[config.mk]
export PLATFORM = sky130hd
export DESIGN_NAME = pipeline_hazard_ctrl
export DESIGN_NICKNAME = d
export VERILOG_FILES = /design/src/rtl/pipeline_hazard_ctrl.sv
export SDC_FILE = /design/constraint.sdc
export NUM_CORES = 1
export LEC_CHECK = 0
export ABC_CLOCK_PERIOD_IN_PS = 1900
export CAP_MARGIN = 20
export CORE_UTILIZATION = 55
export DETAILED_ROUTE_END_ITERATION = 8
export DONT_BUFFER_PORTS = 1
export PLACE_DENSITY = 0.8
export REMOVE_ABC_BUFFERS = 1
export SETUP_SLACK_MARGIN = 0.1
export SLEW_MARGIN = 0
export SYNTH_ARGS = -nofsm -noshare
export SYNTH_HDL_FRONTEND = slang
export SYNTH_SLANG_ARGS = --single-unit
[constraint.sdc]
create_clock -name clk -period 1.9 [get_ports clk]
set_input_delay 0.38 -clock clk [delete_from_list [all_inputs] [get_ports clk]]
set_output_delay 0.38 -clock clk [all_outputs]
set_load 0.05 [all_outputs]
[src/rtl/pipeline_hazard_ctrl.sv]
// Pipeline sequencing around the decoder: EX/MEM destination tracking, pause code
// generation, stall/flush/bubble control and a dmem ready/ack freeze with timeout.
module pipeline_hazard_ctrl #(
   parameter int          FORWARD     = 1,
   parameter int          DELAY_SLOT  = 1,
   parameter int unsigned MEM_TIMEOUT = 15
) (
   input  logic       clk,
   input  logic       rst_n,
   input  logic [4:0] id_rs,
   input  logic [4:0] id_rt,
   input  logic       id_wr_en,
   input  logic [4:0] id_wr_reg,
   input  logic       id_is_load,
   input  logic       id_is_mem,
   input  logic       stall_in,
   input  logic       pc_redirect,
   input  logic       dmem_ack,
   output logic [1:0] pause_code,
   output logic       if_en,
   output logic       id_en,
   output logic       ex_en,
   output logic       mem_en,
   output logic       id_bubble,
   output logic       if_flush,
   output logic       dmem_req,
   output logic       mem_err
);

   localparam int CW = (MEM_TIMEOUT == 0) ? 1 : $clog2(MEM_TIMEOUT + 1);
   localparam logic [CW-1:0] CNT_LAST = CW'(MEM_TIMEOUT - 1);

   typedef enum logic [1:0] {
      ST_RUN  = 2'd0,
      ST_WAIT = 2'd1,
      ST_ERR  = 2'd2
   } state_t;

   state_t        r_state, w_state_nxt;
   logic [CW-1:0] r_cnt, w_cnt_nxt;
   logic          r_mem_err, w_err_set;
   logic          w_freeze;

   logic          r_ex_valid, r_ex_load, r_ex_mem;
   logic [4:0]    r_ex_reg;
   logic          r_mem_valid, r_mem_mem;
   logic [4:0]    r_mem_reg;

   logic          w_ex_hz, w_mem_hz, w_rs_hit, w_rt_hit;
   logic          w_mem_access;

   // valid marks a register write; stores have no destination yet still access
   // memory, so is_mem carries its own bubble qualification.
   always_ff @(posedge clk or negedge rst_n) begin
      if (!rst_n) begin
         r_ex_valid  <= 1'b0;
         r_ex_reg    <= '0;
         r_ex_load   <= 1'b0;
         r_ex_mem    <= 1'b0;
         r_mem_valid <= 1'b0;
         r_mem_reg   <= '0;
         r_mem_mem   <= 1'b0;
      end else begin
         if (ex_en) begin
            r_ex_valid <= id_wr_en & ~stall_in & ~id_bubble;
            r_ex_reg   <= id_wr_reg;
            r_ex_load  <= id_is_load;
            r_ex_mem   <= id_is_mem & ~stall_in & ~id_bubble;
         end
         if (mem_en) begin
            r_mem_valid <= r_ex_valid;
            r_mem_reg   <= r_ex_reg;
            r_mem_mem   <= r_ex_mem;
         end
      end
   end

   always_comb begin
      w_ex_hz    = r_ex_valid & ((FORWARD == 0) | r_ex_load);
      w_mem_hz   = (FORWARD == 0) & r_mem_valid;
      w_rs_hit   = (id_rs != 5'd0) &
                   ((w_ex_hz & (r_ex_reg == id_rs)) | (w_mem_hz & (r_mem_reg == id_rs)));
      w_rt_hit   = (id_rt != 5'd0) &
                   ((w_ex_hz & (r_ex_reg == id_rt)) | (w_mem_hz & (r_mem_reg == id_rt)));
      pause_code = {w_rt_hit, w_rs_hit};
   end

   assign w_mem_access = r_mem_mem;

   always_ff @(posedge clk or negedge rst_n) begin
      if (!rst_n) begin
         r_state   <= ST_RUN;
         r_cnt     <= '0;
         r_mem_err <= 1'b0;
      end else begin
         r_state <= w_state_nxt;
         r_cnt   <= w_cnt_nxt;
         if (w_err_set)
            r_mem_err <= 1'b1;
      end
   end

   // The freeze starts in the request cycle so the access stays parked in MEM.
   always_comb begin
      w_state_nxt = r_state;
      w_cnt_nxt   = r_cnt;
      w_err_set   = 1'b0;
      w_freeze    = 1'b0;
      dmem_req    = 1'b0;
      if_en       = 1'b1;
      id_en       = 1'b1;
      ex_en       = 1'b1;
      mem_en      = 1'b1;
      id_bubble   = 1'b0;
      if_flush    = 1'b0;
      case (r_state)
         ST_RUN: begin
            if (w_mem_access) begin
               dmem_req = 1'b1;
               if (!dmem_ack) begin
                  w_freeze    = 1'b1;
                  w_state_nxt = ST_WAIT;
                  w_cnt_nxt   = r_cnt + CW'(1);
               end
            end
            if (!w_freeze) begin
               if (stall_in) begin
                  if_en     = 1'b0;
                  id_en     = 1'b0;
                  id_bubble = 1'b1;
               end else if (pc_redirect && (DELAY_SLOT == 0)) begin
                  if_flush = 1'b1;
               end
            end
         end
         ST_WAIT: begin
            dmem_req = 1'b1;
            if (dmem_ack) begin
               w_state_nxt = ST_RUN;
               w_cnt_nxt   = '0;
            end else if (r_cnt >= CNT_LAST) begin
               w_freeze    = 1'b1;
               w_state_nxt = ST_ERR;
               w_cnt_nxt   = '0;
               w_err_set   = 1'b1;
            end else begin
               w_freeze  = 1'b1;
               w_cnt_nxt = r_cnt + CW'(1);
            end
         end
         ST_ERR: begin
            w_state_nxt = ST_RUN;
            w_cnt_nxt   = '0;
         end
         default: begin
            w_state_nxt = ST_RUN;
            w_cnt_nxt   = '0;
         end
      endcase
      if (w_freeze) begin
         if_en  = 1'b0;
         id_en  = 1'b0;
         ex_en  = 1'b0;
         mem_en = 1'b0;
      end
   end

   assign mem_err = r_mem_err;

endmodule
Yosys cells after proc, flatten, opt, wreduce, memory -nomap -nowiden
Index checks and enable logic that the tools add are counted.
{"block": "word_totals", "elab_cells": 59, "out_inout_bits": 10, "reg_bits": 16}
{"block": "op_classes", "n_lt_le_gt_ge": 1, "reduce_logical": 5, "bitwise": 11, "mux": 27, "eq_ne": 6, "addsub": 1}
{"cell": "2-to-1 mux 4 bit", "n": 4}
{"cell": "2-to-1 mux 1 bit", "n": 15}
{"cell": "equality test 5 bit", "n": 2}
{"cell": "nonzero test 5 bit", "n": 2}
{"cell": "AND 1 bit", "n": 9}
{"cell": "2-to-1 mux 2 bit", "n": 4}
{"cell": "case mux 4 bit (2 select lines)", "n": 1}
{"cell": "adder 4 x 1 -> 4 bit (second input constant)", "n": 1}
{"cell": ">= comparator 4 bit (second input constant)", "n": 1}
{"cell": "inequality test 2 bit (second input constant)", "n": 2}
{"cell": "case mux 1 bit (2 select lines)", "n": 2}
{"cell": "case mux 2 bit (2 select lines)", "n": 1}
{"cell": "inequality test 3 bit (second input constant)", "n": 1}
{"cell": "AND reduction 3 bit", "n": 1}
{"cell": "equality test 2 x 1 -> 1 bit (second input constant)", "n": 1}
{"cell": "logical NOT 2 bit", "n": 1}
{"cell": "inverter 1 bit", "n": 2}
{"cell": "AND reduction 2 bit", "n": 1}

Depth between registers and ports, before layout
Gate-level depths: netlist (run 1).
{"block": "depth", "word_depth": 7, "ltp_mapped": 6}

Worst setup path before layout (run 1)
No wires, ideal clock.
{"block": "synth_timing", "path_type": "register to output", "start": "reg r_state[0]", "end": "out id_bubble", "path_buffers": 1, "arrival_ns": 2.116, "slack_ns": -0.596, "path_stages_with_launch": 3, "t_required_ns": 1.520, "path_cell_list": "dfrtp_1 -> buf_2 -> nor4_1"}
{"block": "synth_via", "elab_chain_len": 2}
{"item": "from (decl)", "line": "39", "rtl": "state_t r_state, w_state_nxt;"}
{"item": "from (signal assigned)", "line": "96", "rtl": "r_state <= w_state_nxt;"}
{"item": "logical NOT 2 bit", "line": "116", "rtl": "case (r_state)"}
{"item": "2-to-1 mux 1 bit", "line": "116"}
{"item": "to (decl)", "line": "24", "rtl": "output logic id_bubble,"}
Every way passes these cells.

Worst setup path after layout (run 1)
{"block": "layout_timing", "start": "reg r_ex_reg[2]", "end": "out pause_code[0]"}
{"block": "layout_via", "elab_chain_len": 3}
{"item": "from (decl)", "line": "45", "rtl": "logic [4:0] r_ex_reg;"}
{"item": "from (signal assigned)", "line": "66", "rtl": "r_ex_reg <= id_wr_reg;"}
{"item": "equality test 5 bit", "line": "82", "rtl": "((w_ex_hz & (r_ex_reg == id_rs)) | (w_mem_hz & (r_mem_reg == id_rs)));"}
{"item": "AND 1 bit", "line": "82"}
{"item": "AND 1 bit", "line": "81", "rtl": "w_rs_hit = (id_rs != 5'd0) &"}
{"item": "to (decl)", "line": "19", "rtl": "output logic [1:0] pause_code,"}
Every way passes these cells.

==> impl_metrics.prom, run 1 <==
# TYPE chip_impl_metric gauge
chip_impl_metric{name="crit_path_max_fanout",unit=""} 2
chip_impl_metric{name="timing.setup.tns",unit="ns"} 0
chip_impl_info{name="startpoint_class",value="flop"} 1
chip_impl_metric{name="route.antenna.remaining_nets",unit=""} 0
chip_impl_info{name="status",value="finished clean"} 1
chip_impl_metric{name="place_ws",unit="ns"} 0.3303
chip_impl_metric{name="finalPower",unit="W"} 0.001322
chip_impl_metric{name="post-dp-hpwl",unit="um"} 1398
chip_impl_metric{name="grt_pass1_vias",unit=""} 758
chip_impl_info{name="clockRootBuffer",value="sky130_fd_sc_hd__clkbuf_4"} 1
chip_impl_metric{name="grt_max_degree",unit=""} 17
chip_impl_metric{name="fp.coreArea",unit="um2"} 1541
chip_impl_info{name="timing.rr.start",value="r_cnt[1]$_DFFE_PN0P_"} 1
chip_impl_metric{name="cp_arrival",unit="ns"} 1.52
chip_impl_metric{name="setup_viol",unit=""} 0
chip_impl_metric{name="insertedDiodeCount",unit=""} 0
chip_impl_metric{name="synthDominantCellAreaShare",unit=""} 0.4295
chip_impl_metric{name="max_freq",unit="GHz"} 0.5273
chip_impl_metric{name="largest_register_ff_count",unit=""} 5
chip_impl_info{name="critical_path.endpoint_type",value="output port"} 1
chip_impl_info{name="path_class",value="flop to output port"} 1
chip_impl_metric{name="ys_warn_count",unit=""} 0
chip_impl_metric{name="timing.final.ws_setup",unit="ns"} 0.003500
chip_impl_metric{name="grt_antenna_before_repair",unit=""} 0
chip_impl_info{name="cts_tree",value="built"} 1
chip_impl_metric{name="grtUsageTotal",unit=""} 0.2169
chip_impl_metric{name="insertion_delay",unit="ns"} 0.29
chip_impl_metric{name="clock_period_minus_final_worst_setup_slack",unit="ns"} 1.897
chip_impl_metric{name="share_of_synthesized_area_occupied_by_flip_flops_and_latches",unit=""} 0.4295
chip_impl_metric{name="avgSynthCellArea",unit="um2"} 8.878
chip_impl_metric{name="start_util",unit=""} 0.6047
chip_impl_info{name="hold_path_startpoint",value="id_wr_reg[2]"} 1
chip_impl_metric{name="die_y",unit="um"} 43.17
chip_impl_metric{name="synth_edf_count",unit=""} 0
chip_impl_info{name="most_frequent_standard_cell_in_the_layout_excluding_fill_and_tap_cells",value="sky130_fd_sc_hd__nand2_1"} 1
chip_impl_info{name="layout_common_cells",value="sky130_fd_sc_hd__nand2_1 (24), sky130_fd_sc_hd__dfrtp_1 (16), sky130_fd_sc_hd__buf_4 (8)"} 1
chip_impl_metric{name="syn-instance-count",unit=""} 105
chip_impl_metric{name="synth.distinct_cells",unit=""} 35
chip_impl_metric{name="detailedRoute.firstIterationViolations",unit=""} 11
chip_impl_metric{name="timing.final.crit_share",unit=""} 0.9982
chip_impl_metric{name="wirelength",unit="um"} 2004
chip_impl_metric{name="power_density",unit="nW/um2"} 1163
chip_impl_metric{name="layout-drive-gt1-share",unit=""} 0.2783
chip_impl_metric{name="worst_ir_drop_vdd",unit="mV"} 0.7270
chip_impl_metric{name="detail_route.wl_per_cell",unit="um"} 15.30
chip_impl_metric{name="cts_max_level",unit=""} 1
chip_impl_info{name="postSynth.topFlopCell",value="sky130_fd_sc_hd__dfrtp_1"} 1
chip_impl_metric{name="first_pass_grt_wire_length",unit="um"} 2987
chip_impl_info{name="synth.top_cells.by_area",value="sky130_fd_sc_hd__dfrtp_1 (43%), sky130_fd_sc_hd__nand2_1 (9.7%), sky130_fd_sc_hd__xnor2_1 (6.6%)"} 1
chip_impl_metric{name="grt_overflow",unit=""} 0
chip_impl_metric{name="relative_slew_margins",unit=""} 0.5122
chip_impl_info{name="yosysTopAreaCell",value="sky130_fd_sc_hd__dfrtp_1"} 1
chip_impl_metric{name="cts.sinks",unit=""} 16
chip_impl_metric{name="postSynth.asyncResetShare",unit=""} 1.000
chip_impl_info{name="grt_setup_unrepaired",value="yes"} 1
chip_impl_metric{name="placement_rows",unit=""} 14
chip_impl_metric{name="seq_cells_post_synth",unit=""} 16
chip_impl_metric{name="final_hold_viol_count",unit=""} 0
chip_impl_metric{name="total_leakage_power",unit="nW"} 0.5351
chip_impl_metric{name="portBuffers",unit=""} 0
chip_impl_metric{name="required",unit="ns"} 1.52
chip_impl_metric{name="vias_post_dr",unit=""} 779
chip_impl_metric{name="die_area",unit="um2"} 1864
chip_impl_metric{name="layoutNonFillerInstCount",unit=""} 131
chip_impl_metric{name="fin_util",unit=""} 0.7370
chip_impl_metric{name="clock_path_buffers",unit=""} 2
chip_impl_metric{name="drv.max_cap_violation_count",unit=""} 0
chip_impl_metric{name="drcViolationCount",unit=""} 0
chip_impl_metric{name="drt-pass1-iter-count",unit=""} 4
chip_impl_metric{name="routed_via_density",unit=""} 5.947
chip_impl_metric{name="cts-buffers-inserted",unit=""} 3
chip_impl_metric{name="clock_transition_at_path_regs",unit="ns"} 0.10
chip_impl_metric{name="number_of_placed_i_o_pins",unit=""} 33
chip_impl_metric{name="placed_cells_incl_taps",unit=""} 121
chip_impl_metric{name="syn2layout_area_growth",unit="%"} 21.88
chip_impl_info{name="min_path_type",value="input pin to flop"} 1
chip_impl_metric{name="routabilityCongestion",unit=""} 0.8426
chip_impl_metric{name="syn_area",unit="um2"} 932.1
chip_impl_metric{name="fin_nets",unit=""} 141
chip_impl_metric{name="maxSlewViolCount",unit=""} 0
chip_impl_metric{name="chip_width",unit="um"} 43.17
chip_impl_metric{name="final.setup_skew",unit="ns"} 0.003147
chip_impl_metric{name="tightestPinTransition",unit="ns"} 0.7294
chip_impl_info{name="setup.worst_path.start",value="r_ex_reg[2]$_DFFE_PN0N_"} 1
repair_timing:
action	4_1_cts	5_1_grt
gates resized for setup	2	10
setup buffers	3	2
pin swaps	2	7
hold endpoints to repair	16	0
hold buffers	1	0
endpoints found under the setup margin	6	5
cells in the mapped netlist (2+ instances only):
library cell and instances:
sky130_fd_sc_hd__nand2_1 24, sky130_fd_sc_hd__dfrtp_1 16, sky130_fd_sc_hd__xnor2_1 7, sky130_fd_sc_hd__nor2_1 6
sky130_fd_sc_hd__buf_4 5, sky130_fd_sc_hd__nor4_1 5, sky130_fd_sc_hd__a21oi_1 3, sky130_fd_sc_hd__buf_2 3
sky130_fd_sc_hd__inv_1 3, sky130_fd_sc_hd__nand3_1 3, sky130_fd_sc_hd__ha_1 2, sky130_fd_sc_hd__nor2_2 2
sky130_fd_sc_hd__nor3_1 2, sky130_fd_sc_hd__o21ai_1 2, sky130_fd_sc_hd__xor2_1 2
cells by family after synthesis:
logic type	after synthesis	share of synthesized area
flops	16	0.4295
buf+inv	12	0.07248
compound gates	15	0.1168
xor+xnor	9	0.08457
mux	1	0.01074
fa+ha+maj	2	0.02684
other cells	1	0.004023
simple gates	49	0.2550
worst paths after layout:
check	slack, ns	end	cells past startpoint
max	0.003	pause_code[0]	5
min	0.19	r_ex_reg[2]$_DFFE_PN0N_	2
max reg2reg	0.35	r_cnt[0]$_DFFE_PN0P_	5
min reg2reg	0.48	r_ex_load$_DFFE_PN0N_	2
max in group asynchronous	0.86	r_cnt[1]$_DFFE_PN0P_	1
min in group asynchronous	0.58	r_mem_mem$_DFFE_PN0N_	1
per-layer routing:
| metal | vias to the layer above | global-route usage | part of all wire |
|---|---|---|---|
| met5 | - | 0 | 0 |
| met4 | 0 | 0.1030 | 0.0085 |
| met3 | 2 | 0.03404 | 0.047 |
| met2 | 29 | 0.3851 | 0.55 |
| met1 | 378 | 0.2500 | 0.40 |
| li1 | 370 | - | - |
critical path, cell delays in order, from the launching register on:
cell	delay (ns)
sky130_fd_sc_hd__dfrtp_1	0.41
sky130_fd_sc_hd__buf_6	0.12
sky130_fd_sc_hd__xnor2_2	0.12
sky130_fd_sc_hd__nand3_1	0.10
sky130_fd_sc_hd__nor4_2	0.23
sky130_fd_sc_hd__buf_4	0.24
power breakdown:
group | switching, W | leakage [nW] | internal, W | total (W)
clock network | 0.000114 | 0.0210 | 0.000117 | 0.000230
logic | 0.000301 | 0.313 | 0.000243 | 0.000544
registers | 0.000122 | 0.201 | 0.000425 | 0.000547
through the flow:
stage	instance area (um2)	hold WS (ns)
after global placement	991.0	0.08485
after floorplan	879.6	0.08441
after global routing	1136	0.1895
final	1136	0.1945
after CTS	1065	0.1925
after detailed placement	991.0	0.08489
layout make-up:
cell class                      instances  area [um2]
Sequential cell                        16       400.4
Timing Repair Buffer                   14       135.1
Fill cell                             115       405.4
Inverter                                4       17.52
Multi-Input combinational cell         77       526.8
Tap cell                               16       20.02
Clock buffer                            4       36.28
(Power assumes the default switching activity.)
==> run 2: changes to the inputs <==
- CELL_PAD_IN_SITES_DETAIL_PLACEMENT: unset -> 1
- CELL_PAD_IN_SITES_GLOBAL_PLACEMENT: unset -> 2
- CORE_UTILIZATION: 55 -> 34
- GPL_ROUTABILITY_DRIVEN: unset -> 0
- PLACE_DENSITY: 0.8 -> 0.85
- SLEW_MARGIN: 0 -> unset
==> run 2 against run 1 <==
Net effect:
- register-to-register slack better by 0.02 ns
- via count down 3.9%
- routed wire length up 13%
- largest power group unchanged
- critical path type unchanged
- power down 0.78%
- setup slack better by 0.037 ns
- largest cell class unchanged
==> impl_metrics.prom, run 2 (same netlist as run 1, synthesis figures left out) <==
# TYPE chip_impl_metric gauge
chip_impl_metric{name="tightestPinTransition",unit="ns"} 0.7452
chip_impl_info{name="cp_cell_sequence",value="nor3_2 > a21oi_1 > nor4_2 > buf_4"} 1
chip_impl_metric{name="start_util",unit=""} 0.3663
chip_impl_info{name="cp_slowest_cell",value="sky130_fd_sc_hd__dfrtp_2"} 1
chip_impl_metric{name="maxSlewViolCount",unit=""} 0
chip_impl_metric{name="timing.final.crit_share",unit=""} 0.9785
chip_impl_metric{name="fin_util",unit=""} 0.4469
chip_impl_metric{name="vias_post_dr",unit=""} 749
chip_impl_info{name="hold_path_startpoint",value="id_wr_reg[4]"} 1
chip_impl_info{name="path_class",value="flop to output port"} 1
chip_impl_info{name="grt_setup_unrepaired",value="yes"} 1
chip_impl_metric{name="clock_transition_at_path_regs",unit="ns"} 0.10
chip_impl_metric{name="fin_nets",unit=""} 141
chip_impl_metric{name="cts.sinks",unit=""} 16
chip_impl_metric{name="rrSetupSlack",unit="ns"} 0.37
chip_impl_metric{name="grtUsageTotal",unit=""} 0.1651
chip_impl_info{name="cts_tree",value="built"} 1
chip_impl_info{name="most_frequent_standard_cell_in_the_layout_excluding_fill_and_tap_cells",value="sky130_fd_sc_hd__nand2_1"} 1
chip_impl_metric{name="setup_viol",unit=""} 0
chip_impl_metric{name="clock_path_buffers",unit=""} 2
chip_impl_metric{name="detailedRoute.firstIterationViolations",unit=""} 1
chip_impl_metric{name="cts_max_level",unit=""} 1
chip_impl_metric{name="grt_pass1_vias",unit=""} 736
chip_impl_metric{name="grt_overflow",unit=""} 0
chip_impl_metric{name="crit_path_max_fanout",unit=""} 4
chip_impl_metric{name="clock_period_minus_final_worst_setup_slack",unit="ns"} 1.859
chip_impl_metric{name="die_y",unit="um"} 54.36
chip_impl_metric{name="final.setup_skew",unit="ns"} 0.002757
chip_impl_metric{name="area_used_by_sequential_logic_in_the_layout",unit="um2"} 402.9
chip_impl_metric{name="required",unit="ns"} 1.52
chip_impl_metric{name="grt_antenna_before_repair",unit=""} 0
chip_impl_metric{name="first_pass_grt_wire_length",unit="um"} 3353
chip_impl_metric{name="layout-drive-gt1-share",unit=""} 0.2870
chip_impl_metric{name="cp_arrival",unit="ns"} 1.48
chip_impl_metric{name="largest_register_ff_count",unit=""} 5
chip_impl_metric{name="critical-path-max-stage-delay",unit="ns"} 0.45
chip_impl_metric{name="power_density",unit="nW/um2"} 1153
chip_impl_metric{name="placement_rows",unit=""} 18
chip_impl_metric{name="max_freq",unit="GHz"} 0.5379
chip_impl_metric{name="worst_ir_drop_vdd",unit="mV"} 0.7536
chip_impl_info{name="layout_common_cells",value="sky130_fd_sc_hd__nand2_1 (24), sky130_fd_sc_hd__dfrtp_1 (14), sky130_fd_sc_hd__buf_4 (10)"} 1
chip_impl_metric{name="number_of_placed_i_o_pins",unit=""} 33
chip_impl_info{name="clockRootBuffer",value="sky130_fd_sc_hd__clkbuf_4"} 1
chip_impl_metric{name="timing.reg2reg.worst_path_depth",unit=""} 6
chip_impl_metric{name="die_area",unit="um2"} 2955
chip_impl_info{name="startpoint_class",value="flop"} 1
chip_impl_metric{name="timing.setup.tns",unit="ns"} 0
chip_impl_metric{name="layout.filler_cells",unit=""} 300
chip_impl_metric{name="detail_route.wl_per_cell",unit="um"} 15.57
chip_impl_info{name="min_path_type",value="input pin to flop"} 1
chip_impl_metric{name="cell_count_of_the_worst_hold_path",unit=""} 2
chip_impl_metric{name="drcViolationCount",unit=""} 0
chip_impl_metric{name="insertion_delay",unit="ns"} 0.28
chip_impl_info{name="whs_endpoint",value="r_ex_reg[4]$_DFFE_PN0N_"} 1
chip_impl_metric{name="final_hold_slack",unit="ns"} 0.1977
chip_impl_info{name="worst_r2r_endpoint",value="r_cnt[3]$_DFFE_PN0P_"} 1
chip_impl_metric{name="syn2layout_area_growth",unit="%"} 22.01
chip_impl_metric{name="cts-buffers-inserted",unit=""} 3
chip_impl_info{name="critical_path.endpoint_type",value="output port"} 1
chip_impl_metric{name="drv.max_cap_violation_count",unit=""} 0
chip_impl_metric{name="portBuffers",unit=""} 0
chip_impl_info{name="status",value="finished clean"} 1
chip_impl_metric{name="final_hold_viol_count",unit=""} 0
chip_impl_metric{name="route.antenna.remaining_nets",unit=""} 0
chip_impl_metric{name="total_leakage_power",unit="nW"} 0.5182
chip_impl_metric{name="routed_via_density",unit=""} 5.166
chip_impl_metric{name="fp.coreArea",unit="um2"} 2545
chip_impl_metric{name="grt_max_degree",unit=""} 17
chip_impl_metric{name="chip_width",unit="um"} 54.36
chip_impl_metric{name="wirelength",unit="um"} 2258
chip_impl_metric{name="relative_slew_margins",unit=""} 0.5016
chip_impl_metric{name="multiInputGateArea",unit="um2"} 515.5
chip_impl_metric{name="insertedDiodeCount",unit=""} 0
chip_impl_info{name="timing.rr.start",value="r_cnt[0]$_DFFE_PN0P_"} 1
chip_impl_metric{name="post-dp-hpwl",unit="um"} 1626
chip_impl_metric{name="drt-pass1-iter-count",unit=""} 2
run 2: cell type report:
class                           instances  area share
Multi-Input combinational cell         77      0.4532
Sequential cell                        16      0.3542
Timing Repair Buffer                   14      0.1122
Tap cell                               30     0.03300
Clock buffer                            4     0.03190
Inverter                                4     0.01540
run 2: through the flow:
step,area (um2),cells,setup WS (ns),power [W]
5_1_grt,1137,145,-0.05606,0.001394
2_1_floorplan,879.6,97,-0.6489,0.0008893
4_1_cts,1092,142,0.03867,0.001293
3_3_place_gp,1008,135,0.3271,0.0009978
6_report,1137,145,0.04088,0.001311
3_5_place_dp,1008,135,0.3006,0.001026
run 2: critical path, delay by kind of cell (launching register included):
| family | cells | cell delay, ns |
|---|---|---|
| buffers and inverters | 1 | 0.23 |
| AOI/OAI and AO/OA | 1 | 0.07 |
| DFF | 1 | 0.45 |
| and+or+nand+nor | 2 | 0.44 |
run 2: what timing repair did:
item / 4_1_cts / 5_1_grt
endpoints found under the hold margin: 16 / 0
buffers inserted: 2 / 3
pin swaps: 3 / 3
endpoints found under the setup margin: 7 / 5
gates resized for setup: 5 / 6
hold buffers: 1 / 0
run 2: how the worst max path moves through the flow:
stage,start,to,cells past startpoint
CTS,r_ex_reg[4]$_DFFE_PN0N_,pause_code[0],4
finish,r_ex_reg[4]$_DFFE_PN0N_,pause_code[1],4
detailed placement,r_mem_mem$_DFFE_PN0N_,r_ex_reg[1]$_DFFE_PN0N_,6
floorplan,r_ex_reg[4]$_DFFE_PN0N_,pause_code[1],3
global route,r_ex_reg[4]$_DFFE_PN0N_,pause_code[1],4
global placement,r_mem_mem$_DFFE_PN0N_,r_ex_reg[3]$_DFFE_PN0N_,6
run 2: power breakdown:
group	internal, W	switching (W)	total [W]
Combinational	0.000232	0.000299	0.000531
Clock	0.000117	0.000113	0.000229
Sequential	0.000426	0.000125	0.000551
Total	0.000775	0.000537	0.00131
run 2: routing by layer:
metal,vias up,global-route usage,wire (um)
li1,368,-,-
met1,360,0.2000,957
met2,19,0.2866,1178
met3,2,0.02222,108
met4,0,0.07692,13
met5,-,0,0
==> run 3: changes to the inputs <==
- ABC_CLOCK_PERIOD_IN_PS: 1900 -> 2300
- CORE_UTILIZATION: 34 -> 39
- CTS_BUF_LIST: unset -> sky130_fd_sc_hd__clkbuf_4
- PLACE_DENSITY: 0.85 -> 0.94
- clock period: 1.9 -> 2.3 ns (I/O delays scaled with it)
==> run 3 against run 2 <==
Net effect:
- global-route usage grew 1.5 points
- sequential share of layout area up 3.9 points
- sequential power down 19%
- via count is 0.93% lower
- clock power fell by 37%
- flip-flop and latch count unchanged
- clock skew rose by 0.0034 ns
- first-iteration DRC count grew to 3.0 times the previous value
- power down 26%
- cell count shrank 6.2%
- non-clock buffer count down 6
- worst hold slack improved by 0.083 ns
- critical path type unchanged
- largest cell class unchanged
- largest power group unchanged
- highest routed layer unchanged
==> impl_metrics.prom, run 3 (same netlist as run 1, synthesis figures left out) <==
# TYPE chip_impl_metric gauge
chip_impl_info{name="status",value="finished clean"} 1
chip_impl_metric{name="area_used_by_sequential_logic_in_the_layout",unit="um2"} 400.4
chip_impl_info{name="min_path_type",value="input pin to flop"} 1
chip_impl_info{name="cp_cell_sequence",value="nor2_1 > nor3_2 > inv_2"} 1
chip_impl_metric{name="portBuffers",unit=""} 0
chip_impl_metric{name="detailedRoute.firstIterationViolations",unit=""} 3
chip_impl_metric{name="critical_path_buf_inv_count",unit=""} 1
chip_impl_metric{name="final_hold_viol_count",unit=""} 0
chip_impl_info{name="most_frequent_standard_cell_in_the_layout_excluding_fill_and_tap_cells",value="sky130_fd_sc_hd__nand2_1"} 1
chip_impl_info{name="path_class",value="flop to output port"} 1
chip_impl_metric{name="drt-met1-wl",unit="um"} 858
chip_impl_metric{name="crit_path_max_fanout",unit=""} 9
chip_impl_metric{name="clock_path_buffers",unit=""} 2
chip_impl_metric{name="grtUsageTotal",unit=""} 0.1803
chip_impl_metric{name="wirelength",unit="um"} 2025
chip_impl_metric{name="cts_max_level",unit=""} 1
chip_impl_metric{name="chip_width",unit="um"} 50.89
chip_impl_metric{name="relative_slew_margins",unit=""} 0.5266
chip_impl_metric{name="drcViolationCount",unit=""} 0
chip_impl_metric{name="fp.coreArea",unit="um2"} 2233
chip_impl_metric{name="grt_pass1_vias",unit=""} 813
chip_impl_metric{name="largest_register_ff_count",unit=""} 5
chip_impl_metric{name="wl_met2",unit="um"} 1035
chip_impl_info{name="cts_tree",value="built"} 1
chip_impl_info{name="dr.max_layer_used",value="met4"} 1
chip_impl_metric{name="post-dp-hpwl",unit="um"} 1649
chip_impl_info{name="cp_slowest_cell",value="sky130_fd_sc_hd__inv_2"} 1
chip_impl_metric{name="finalPower",unit="W"} 0.0009756
chip_impl_metric{name="rrSetupSlack",unit="ns"} 0.75
chip_impl_metric{name="timing.final.crit_share",unit=""} 0.8802
chip_impl_metric{name="routed_via_density",unit=""} 5.456
chip_impl_metric{name="detail_route.wl_per_cell",unit="um"} 14.89
chip_impl_metric{name="setup_viol",unit=""} 0
chip_impl_metric{name="fin_nets",unit=""} 135
chip_impl_metric{name="detailroute.wirelength.met3",unit="um"} 99
chip_impl_info{name="startpoint_class",value="flop"} 1
chip_impl_metric{name="cp_arrival",unit="ns"} 1.56
chip_impl_metric{name="maxSlewViolCount",unit=""} 0
chip_impl_metric{name="layout.filler_cells",unit=""} 283
chip_impl_metric{name="grt_antenna_before_repair",unit=""} 0
chip_impl_info{name="critical_path.endpoint_type",value="output port"} 1
chip_impl_metric{name="required",unit="ns"} 1.84
chip_impl_metric{name="insertedDiodeCount",unit=""} 0
chip_impl_metric{name="cts_setup_buffers",unit=""} 0
chip_impl_info{name="cpLargestDelayFamily",value="buffers and inverters"} 1
chip_impl_info{name="grt_setup_unrepaired",value="no"} 1
chip_impl_metric{name="post-route-cell-area",unit="um2"} 1018
chip_impl_metric{name="cts.sinks",unit=""} 16
chip_impl_metric{name="syn2layout_area_growth",unit="%"} 9.262
chip_impl_metric{name="multiInputGateArea",unit="um2"} 483.0
chip_impl_info{name="clockRootBuffer",value="sky130_fd_sc_hd__clkbuf_4"} 1
chip_impl_metric{name="number_of_placed_i_o_pins",unit=""} 33
chip_impl_metric{name="final_hold_slack",unit="ns"} 0.2810
chip_impl_metric{name="die_area",unit="um2"} 2590
chip_impl_metric{name="start_util",unit=""} 0.4174
chip_impl_metric{name="cts-buffers-inserted",unit=""} 3
chip_impl_metric{name="power_density",unit="nW/um2"} 957.9
chip_impl_metric{name="die_y",unit="um"} 50.89
chip_impl_metric{name="clock_period_minus_final_worst_setup_slack",unit="ns"} 2.024
chip_impl_metric{name="critical-path-max-stage-delay",unit="ns"} 0.44
chip_impl_metric{name="max_freq",unit="GHz"} 0.4940
chip_impl_metric{name="grt_overflow",unit=""} 0
chip_impl_metric{name="grt_max_degree",unit=""} 17
chip_impl_metric{name="clock_transition_at_path_regs",unit="ns"} 0.09
chip_impl_metric{name="insertion_delay",unit="ns"} 0.29
chip_impl_metric{name="placement_rows",unit=""} 17
chip_impl_metric{name="worst_ir_drop_vdd",unit="mV"} 0.4926
chip_impl_metric{name="total_leakage_power",unit="nW"} 0.4686
chip_impl_metric{name="layout-drive-gt1-share",unit=""} 0.1852
chip_impl_metric{name="drv.max_cap_violation_count",unit=""} 0
chip_impl_info{name="layout_common_cells",value="sky130_fd_sc_hd__nand2_1 (24), sky130_fd_sc_hd__dfrtp_1 (16), sky130_fd_sc_hd__xnor2_1 (7), sky130_fd_sc_hd__buf_4 (7), sky130_fd_sc_hd__nor2_1 (6)"} 1
chip_impl_metric{name="tightestPinTransition",unit="ns"} 0.7078
chip_impl_metric{name="final.setup_skew",unit="ns"} 0.006175
chip_impl_metric{name="first_pass_grt_wire_length",unit="um"} 3387
chip_impl_metric{name="route.antenna.remaining_nets",unit=""} 0
chip_impl_metric{name="vias_post_dr",unit=""} 742
chip_impl_metric{name="drt-pass1-iter-count",unit=""} 4
chip_impl_metric{name="placedInstanceArea",unit="um2"} 985.9
## run 3: changes by cell type in the layout (fill, tap and decap cells not counted), sizes merged
| cell | change |
|---|---|
| clkbuf | -1 |
| buf | -6 |
## run 3: per-layer routing
layer	up-vias	global-route usage
met3	5	0.03869
met2	27	0.3311
met5	-	0
met4	0	0.06944
met1	357	0.2015
li1	353	-
## run 3: cell type report
| class | instances | share of cell area |
|---|---|---|
| clock buffers | 3 | 0.02211 |
| inverters | 4 | 0.01474 |
| multi-input cells | 77 | 0.4742 |
| flip-flops and latches | 16 | 0.3931 |
| well taps | 28 | 0.03440 |
| repair buffers | 8 | 0.06142 |
## run 3: power by group
part | internal (W) | leakage, nW | switching (W)
combinational | 0.000150 | 0.254 | 0.000231
sequential | 0.000351 | 0.201 | 0.0000981
clock | 0.0000609 | 0.0138 | 0.0000844
total | 0.000562 | 0.469 | 0.000414
## run 3: worst paths after layout
path / from / endpoint / depth (start not counted)
max: r_mem_mem$_DFFE_PN0N_ / ex_en / 3
min: id_wr_reg[2] / r_ex_reg[2]$_DFFE_PN0N_ / 2
max reg2reg: r_mem_mem$_DFFE_PN0N_ / r_ex_reg[3]$_DFFE_PN0N_ / 5
min reg2reg: r_ex_load$_DFFE_PN0N_ / r_ex_load$_DFFE_PN0N_ / 2
max in group asynchronous: rst_n / r_ex_mem$_DFFE_PN0N_ / 1
min in group asynchronous: rst_n / r_cnt[0]$_DFFE_PN0P_ / 1
## run 3: metrics by stage
stage	worst slack (ns)	std cells	setup TNS, ns	utilization
finish	0.2756	136	0	0.4560
global route	0.1849	136	0	0.4560
CTS	0.2627	136	0	0.4560
detailed placement	0.5240	132	0	0.4415
global placement	0.6158	132	0	0.4415
floorplan	-0.3962	97	-0.9682	-
## run 3: what timing repair did
item / CTS / global route
gates resized for setup: 0 / 0
hold buffers: 1 / 0
hold endpoints to repair: 16 / 0
